<file path="config.mk">
export PLATFORM = sky130hd
export DESIGN_NAME = uart_apb4_regfile
export DESIGN_NICKNAME = d
export VERILOG_FILES = /design/src/rtl/uart_apb4_regfile.sv
export SDC_FILE = /design/constraint.sdc
export NUM_CORES = 1
export LEC_CHECK = 0
export BUFFER_PORTS_ARGS = -buffer_cell sky130_fd_sc_hd__buf_2
export CAP_MARGIN = 20
export CORE_MARGIN = 2
export CORE_UTILIZATION = 30
export DETAILED_ROUTE_END_ITERATION = 8
export PLACE_DENSITY_LB_ADDON = 0.12
export REMOVE_ABC_BUFFERS = 1
export SLEW_MARGIN = 20
export SYNTH_ARGS = -nofsm -noshare
export SYNTH_HDL_FRONTEND = slang
export SYNTH_SLANG_ARGS = --single-unit
</file>
<file path="constraint.sdc">
create_clock -name i_apb_pclk -period 3.3 [get_ports i_apb_pclk]
set_input_delay 0.495 -clock i_apb_pclk [delete_from_list [all_inputs] [get_ports i_apb_pclk]]
set_output_delay 0.495 -clock i_apb_pclk [all_outputs]
set_load 0.1 [all_outputs]
</file>
<file path="src/rtl/uart_apb4_regfile.sv">
// APB4 slave register file for the UART core.
// Holds CTRL, the IRQ mask and sticky W1C IRQ status, and bridges APB accesses to
// the downstream (DFIFO, push) and upstream (UFIFO, pop) FIFOs.
// Ports:
//   i_apb_*            APB4 slave request (pclk, presetn, paddr, psel, penable, pwrite, pwdata, pstrb)
//   o_apb_pready       access complete after WAIT_STATES+1 access-phase cycles (combinational)
//   o_apb_prdata       read data, zero unless pready and no error (combinational)
//   o_apb_pslverr      access error, valid with pready (combinational)
//   i_irq_pulse        one-cycle event pulses, OR'd into sticky status
//   i_stats            read-only status word from the core
//   i_dfifo_full       downstream FIFO full
//   o_dfifo_push/data  registered one-cycle push and its data
//   i_ufifo_empty/data upstream FIFO empty flag and show-ahead head word
//   o_ufifo_pop        registered one-cycle pop
//   o_ctrl             CTRL register contents
//   o_irq              registered level interrupt, |(status & mask)
module uart_apb4_regfile #(
  parameter int unsigned APB_ADDR_WIDTH  = 12,
  parameter int unsigned APB_DATA_WIDTH  = 32,
  parameter int unsigned IRQ_NUM         = 8,
  parameter int unsigned FIFO_DATA_WIDTH = 9,
  parameter int unsigned WAIT_STATES     = 1,
  parameter int unsigned BIT_LENGTH_RST  = 1000
) (
  input  logic                       i_apb_pclk,
  input  logic                       i_apb_presetn,
  input  logic [APB_ADDR_WIDTH-1:0]  i_apb_paddr,
  input  logic                       i_apb_psel,
  input  logic                       i_apb_penable,
  input  logic                       i_apb_pwrite,
  input  logic [APB_DATA_WIDTH-1:0]  i_apb_pwdata,
  input  logic [3:0]                 i_apb_pstrb,
  output logic                       o_apb_pready,
  output logic [APB_DATA_WIDTH-1:0]  o_apb_prdata,
  output logic                       o_apb_pslverr,
  input  logic [IRQ_NUM-1:0]         i_irq_pulse,
  input  logic [15:0]                i_stats,
  input  logic                       i_dfifo_full,
  output logic                       o_dfifo_push,
  output logic [FIFO_DATA_WIDTH-1:0] o_dfifo_data,
  input  logic                       i_ufifo_empty,
  input  logic [FIFO_DATA_WIDTH-1:0] i_ufifo_data,
  output logic                       o_ufifo_pop,
  output logic [31:0]                o_ctrl,
  output logic                       o_irq
);

  localparam int unsigned CTRL_W = 19;
  localparam int unsigned CNT_W  = 4;

  localparam logic [4:0] OFF_CTRL   = 5'h00;
  localparam logic [4:0] OFF_MASK   = 5'h04;
  localparam logic [4:0] OFF_STAT   = 5'h08;
  localparam logic [4:0] OFF_DFIFO  = 5'h0C;
  localparam logic [4:0] OFF_UFIFO  = 5'h10;
  localparam logic [4:0] OFF_STATS  = 5'h14;
  localparam logic [4:0] OFF_HWINFO = 5'h18;

  // Elaboration-time parameter range checks
  if (APB_DATA_WIDTH != 32) begin : g_bad_dw
    $error("uart_apb4_regfile: APB_DATA_WIDTH must be 32");
  end
  if (APB_ADDR_WIDTH < 6) begin : g_bad_aw
    $error("uart_apb4_regfile: APB_ADDR_WIDTH must be at least 6");
  end
  if (IRQ_NUM < 1 || IRQ_NUM > 16) begin : g_bad_irq
    $error("uart_apb4_regfile: IRQ_NUM must be 1..16");
  end
  if (FIFO_DATA_WIDTH < 1 || FIFO_DATA_WIDTH > 32) begin : g_bad_fw
    $error("uart_apb4_regfile: FIFO_DATA_WIDTH must be 1..32");
  end
  if (WAIT_STATES > 15) begin : g_bad_ws
    $error("uart_apb4_regfile: WAIT_STATES must be 0..15");
  end

  logic [CNT_W-1:0]           cnt_q, cnt_d;
  logic [CTRL_W-1:0]          ctrl_q, ctrl_d;
  logic [IRQ_NUM-1:0]         mask_q, mask_d;
  logic [IRQ_NUM-1:0]         stat_q, stat_d;
  logic                       irq_q, irq_d;
  logic                       push_q, push_d;
  logic [FIFO_DATA_WIDTH-1:0] dfifo_data_q, dfifo_data_d;
  logic                       pop_q, pop_d;

  logic        access_c, pready_c, err_c, wr_ok_c, rd_ok_c;
  logic [4:0]  off_c;
  logic        sel_ctrl_c, sel_mask_c, sel_stat_c, sel_dfifo_c;
  logic        sel_ufifo_c, sel_stats_c, sel_hwinfo_c;
  logic [31:0] wmask_c, rdata_c;

  // Address decode, error classification and wait-state handshake
  always_comb begin
    access_c     = i_apb_psel & i_apb_penable;
    pready_c     = access_c & (cnt_q == CNT_W'(WAIT_STATES));
    off_c        = i_apb_paddr[4:0];
    sel_ctrl_c   = (off_c == OFF_CTRL);
    sel_mask_c   = (off_c == OFF_MASK);
    sel_stat_c   = (off_c == OFF_STAT);
    sel_dfifo_c  = (off_c == OFF_DFIFO);
    sel_ufifo_c  = (off_c == OFF_UFIFO);
    sel_stats_c  = (off_c == OFF_STATS);
    sel_hwinfo_c = (off_c == OFF_HWINFO);
    wmask_c      = {{8{i_apb_pstrb[3]}}, {8{i_apb_pstrb[2]}},
                    {8{i_apb_pstrb[1]}}, {8{i_apb_pstrb[0]}}};
    err_c = (|i_apb_paddr[APB_ADDR_WIDTH-1:5])
          | (|off_c[1:0])
          | (off_c > OFF_HWINFO)
          | (i_apb_pwrite & (sel_ufifo_c | sel_stats_c | sel_hwinfo_c))
          | (!i_apb_pwrite & sel_dfifo_c)
          | (i_apb_pwrite & sel_dfifo_c & (i_dfifo_full | (i_apb_pstrb != 4'hF)))
          | (!i_apb_pwrite & sel_ufifo_c & i_ufifo_empty);
    wr_ok_c = pready_c & !err_c & i_apb_pwrite;
    rd_ok_c = pready_c & !err_c & !i_apb_pwrite;
  end

  // Read data mux
  always_comb begin
    rdata_c = '0;
    unique case (off_c)
      OFF_CTRL:   rdata_c = 32'(ctrl_q);
      OFF_MASK:   rdata_c = 32'(mask_q);
      OFF_STAT:   rdata_c = 32'(stat_q);
      OFF_UFIFO:  rdata_c = 32'(i_ufifo_data);
      OFF_STATS:  rdata_c = {16'h0, i_stats};
      OFF_HWINFO: rdata_c = {8'(IRQ_NUM), 8'(FIFO_DATA_WIDTH), 8'(WAIT_STATES), 8'h21};
      default:    rdata_c = '0;
    endcase
  end

  // Next-state for counter, registers, IRQ and FIFO strobes
  always_comb begin
    cnt_d        = '0;
    ctrl_d       = ctrl_q;
    mask_d       = mask_q;
    stat_d       = stat_q | i_irq_pulse;
    push_d       = 1'b0;
    dfifo_data_d = dfifo_data_q;
    pop_d        = 1'b0;

    if (access_c && !pready_c) begin
      cnt_d = CNT_W'(cnt_q + 1'b1);
    end
    if (wr_ok_c && sel_ctrl_c) begin
      ctrl_d = CTRL_W'((32'(ctrl_q) & ~wmask_c) | (i_apb_pwdata & wmask_c));
    end
    if (wr_ok_c && sel_mask_c) begin
      mask_d = IRQ_NUM'((32'(mask_q) & ~wmask_c) | (i_apb_pwdata & wmask_c));
    end
    // A pulse in the same cycle as its clear keeps the bit set
    if (wr_ok_c && sel_stat_c) begin
      stat_d = (stat_q & ~IRQ_NUM'(i_apb_pwdata & wmask_c)) | i_irq_pulse;
    end
    if (wr_ok_c && sel_dfifo_c) begin
      push_d       = 1'b1;
      dfifo_data_d = FIFO_DATA_WIDTH'(i_apb_pwdata);
    end
    if (rd_ok_c && sel_ufifo_c) begin
      pop_d = 1'b1;
    end
    irq_d = |(stat_d & mask_q);
  end

  // State registers
  always_ff @(posedge i_apb_pclk or negedge i_apb_presetn) begin
    if (!i_apb_presetn) begin
      cnt_q        <= '0;
      ctrl_q       <= {3'b000, 16'(BIT_LENGTH_RST)};
      mask_q       <= '0;
      stat_q       <= '0;
      irq_q        <= 1'b0;
      push_q       <= 1'b0;
      dfifo_data_q <= '0;
      pop_q        <= 1'b0;
    end else begin
      cnt_q        <= cnt_d;
      ctrl_q       <= ctrl_d;
      mask_q       <= mask_d;
      stat_q       <= stat_d;
      irq_q        <= irq_d;
      push_q       <= push_d;
      dfifo_data_q <= dfifo_data_d;
      pop_q        <= pop_d;
    end
  end

  assign o_apb_pready  = pready_c;
  assign o_apb_pslverr = pready_c & err_c;
  assign o_apb_prdata  = (pready_c && !err_c) ? rdata_c : '0;
  assign o_dfifo_push  = push_q;
  assign o_dfifo_data  = dfifo_data_q;
  assign o_ufifo_pop   = pop_q;
  assign o_ctrl        = 32'(ctrl_q);
  assign o_irq         = irq_q;

endmodule
</file>
==> summary.md <==
| Metric | Value |
|---|---|
| Sw Share | 0.312 |
| CP Launch Type | register |
| Cell taking the most area after synthesis | dfrtp_1 |
| Most used cell, CP | inv_1 |
| Post-synth ARST share | 1.00 |
| Syn. warnings | 0 |
| I/O Buffers | between 100 and 150 |
| GP Congestion | 0.761 |
| Max Cap Viol | 0 |
| Worst path depth | 8 |
| Starting density of the core | 0.304 |
| CTS buffer count | 5 |
| FF+latch count, synth | just over 50 |
| RSZ-0062 raised after global routing | no |
| Worst-path cell chain | inv_1 > ha_1 > or3b_4 > or2_1 > inv_1 > nand2_1 > nor3_1 > buf_2 |
| Final Skew | about 0.012 ns |
| Max stage delay cell, worst path | buf_2 |
| Worst Path Max Fanout | 4 |
| Initial antenna violation count | 0 |
| CTS Sinks | 51 |
| Relative slew margins | 0.569 |
| CTS max path bufs | 2 |
| Remaining Overflow, GRT | 0 |
| Worst path max stage delay | 0.48 ns |
| Vias | 2798 |
| Root buf cell | clkbuf_8 |
| Post-synthesis cell count | 309 |
| Internal power | 907 µW |
| Top cells by count, synth | dfrtp_1 (45), mux2_2 (36), buf_4 (25) |
| Cell area after technology mapping | 0.00310 mm² |
| Post-route DRC | 0 |
| Finish-stage setup viols | 0 |
| Chip Height | 106 µm |
| Die X | 106 µm |
| Min Tclk post-route | 3.09 ns |
| Non-filler instance count after layout | 582 |
| Diodes inserted | 0 |
| Most used DFF post-synth | dfrtp_1 |
| IR drop worst, VDD | 149 µV |
| H-tree depth | 2 |
| Reg2reg start | cnt_q[1] |
| Leak Pwr | about 0.0021 µW |
| Cells after DPL | 575 |
| Reg-to-Reg End | o_dfifo_data[3] |
| Antenna-violating nets left | 0 |
| Final core occ | 0.415 |
| # fillers | a little over 1000 |
| Final Hold Fails | 0 |
| CTS tree | built |
| Area grow syn2layout | 36.5% |
| # rows | 37 |
| Post-synth top area share | 0.364 |
| Io pins | 166 |
| Worst Reg2Reg Path Length in Cells | 7 |
| Comb pwr share | 0.193 |
| Top area cells in the synthesized netlist | dfrtp_1 (36%), mux2_2 (13%), buf_4 (6.1%) |
| Critical path buffers and inverters | 3 |
| Power Dens Cells | 312 mW/mm² |
| Post-synthesis cell type count | 49 |
| Period utilization | 0.936 |
| CP required | 2.80 ns |
| Max-slew violations | 0 |
| Status | complete, no violations |
| Post-route cell area | 0.00422 mm² |
| Share of layout cells above drive strength 1 | 0.437 |
| Worst-margin pin slew | 0.641 ns |
| Worst-Skew Late Latency | 0.31 ns |
| Synthesized area per cell | between 10 and 15 µm² |
| GRT Util Overall | 0.171 |
| Vias per Instance | about 4.8 |
| Placed Area | 0.00412 mm² |
| Wire per inst | 16.1 µm |
| Nets | 536 |
| Worst Path Arrival | 2.60 ns |
| Hold Path Class | in -> async |
| Psw | 411 µW |
| Crit path to | o_apb_prdata[19] |
| Hold buffer count at cts | 0 |
| Seq pwr share | 0.476 |
| First-pass DRT Iterations | 4 |
| Die area | 0.0111 mm² |
| Fmax | 324 MHz |
| Worst-path clk slew | 0.10 ns |
| Largest net degree at the start of global routing | 40 |
| CP startpoint | cnt_q[1] |
| FF-to-FF setup slack | around 0.64 ns |
| Count leader, synth | dfrtp_1 |
| Core ar. | around 0.010 mm² |
| First-pass GRT wire length | 14800 µm |
| Seq/Total Area, Yosys | 0.415 |
| Post-synth EDFFs | 0 |
| Clock network power share | 0.331 |
| Critical path type | reg -> out |
| Vias in the first global route | between 2000 and 3000 |
| Iter 0 DRT Violations | 86 |
| Crit path capture type | output port |
| Setup repair bufs after CTS | 0 |
| DP Wirelength | 7240 µm |
| Post-Route WL | around 9400 µm |
| Setup TNS | 0 ns |
| CP delay by family, top | simple AND/OR/NAND/NOR gates |
## how the worst min path moves through the flow
stage / slack [ns] / end / depth (start not counted) / from
6_report: 0.07 / o_dfifo_data[7] / 1 / i_apb_presetn
4_1_cts: 0.08 / o_dfifo_data[7] / 1 / i_apb_presetn
5_1_grt: 0.09 / o_dfifo_data[7] / 1 / i_apb_presetn
2_1_floorplan: 0.20 / async pin / 0 / i_apb_presetn
3_5_place_dp: 0.42 / o_dfifo_data[7] / 1 / i_apb_presetn
3_3_place_gp: 0.41 / o_dfifo_data[7] / 1 / i_apb_presetn
## metrics by stage
| step | setup slack [ns] | hold WS (ns) | total power [µW] |
|---|---|---|---|
| CTS | 0.0890 | 0.0753 | 1340 |
| global route | 0.0566 | 0.0896 | 1380 |
| finish | 0.210 | 0.0666 | 1320 |
| global placement | 0.483 | 0.414 | 892 |
| detailed placement | 0.445 | 0.421 | 895 |
| floorplan | -4.01 | 0.199 | 802 |
## what timing repair did
| action | in CTS | in global routing |
|---|---|---|
| gates resized for setup | 0 | 2 |
| setup endpoints to repair | 0 | 1 |
| hold endpoints to repair | 0 | 0 |
## cells in the final DEF (no fill, tap or decap), types with 2 or more instances in the layout
cell type and instances:
a21o_1 2, a21oi_1 11, a221oi_1 2, a22oi_1 7, a31oi_1 8, and2_0 2, and3_1 3, and3b_1 2
and4_1 5, and4b_1 2, buf_12 17, buf_2 111, buf_4 13, clkbuf_8 5, conb_1 24, dfrtp_1 45
dfstp_2 6, ha_1 2, inv_1 10, mux2_2 36, mux2i_1 12, nand2_1 19, nand2b_1 2, nand3_1 6
nand3b_1 2, nand4_1 6, nor2_1 23, nor2b_1 9, nor3_1 5, nor3b_1 2, nor4_1 2, nor4b_4 2
o21ai_0 20, o22a_1 6
## layer usage
metal	vias up	share of wire	GRT usage
met2	72	0.49	0.286
met5	-	0	0
met1	1371	0.47	0.233
li1	1351	-	-
met4	0	0.0078	0.0367
met3	4	0.041	0.0297
## area by class of cell
type                       instances  area [µm²]  share of cell area
multi-input combinational        237        1640               0.387
sequential                        51        1280               0.304
timing repair buffer             141         993               0.235
tap                              136         170              0.0403
clock buffer                       6        72.6              0.0172
inverter                          10        37.5             0.00889
clock inverter                     1        30.0             0.00711
## worst register-to-register path: stages (launching register included)
cell,delay (ns)
dfrtp_1,0.40
inv_1,0.06
ha_1,0.15
or3b_4,0.40
or2_1,0.32
nor4b_4,0.58
buf_4,0.29
mux2_2,0.35
## logic make-up (layout without fill, tap and decap cells)
logic type	Yosys count	in the layout	synth area share
xor+xnor	1	1	0.00283
mux	48	48	0.170
fa+ha+maj	2	2	0.00808
buf+inv	44	158	0.0849
simple gates	100	100	0.191
other cells	1	24	0.00121
compound gates	62	62	0.127
flops	51	51	0.415
## power by group through the flow
stage               sequential (µW)  combinational [µW]  clock, µW
global route                    628                 274        476
detailed placement              639                 256          0
global placement                639                 253          0
floorplan                       639                 162          0
CTS                             627                 256        453
finish                          627                 255        436
(Power assumes the default switching activity.)
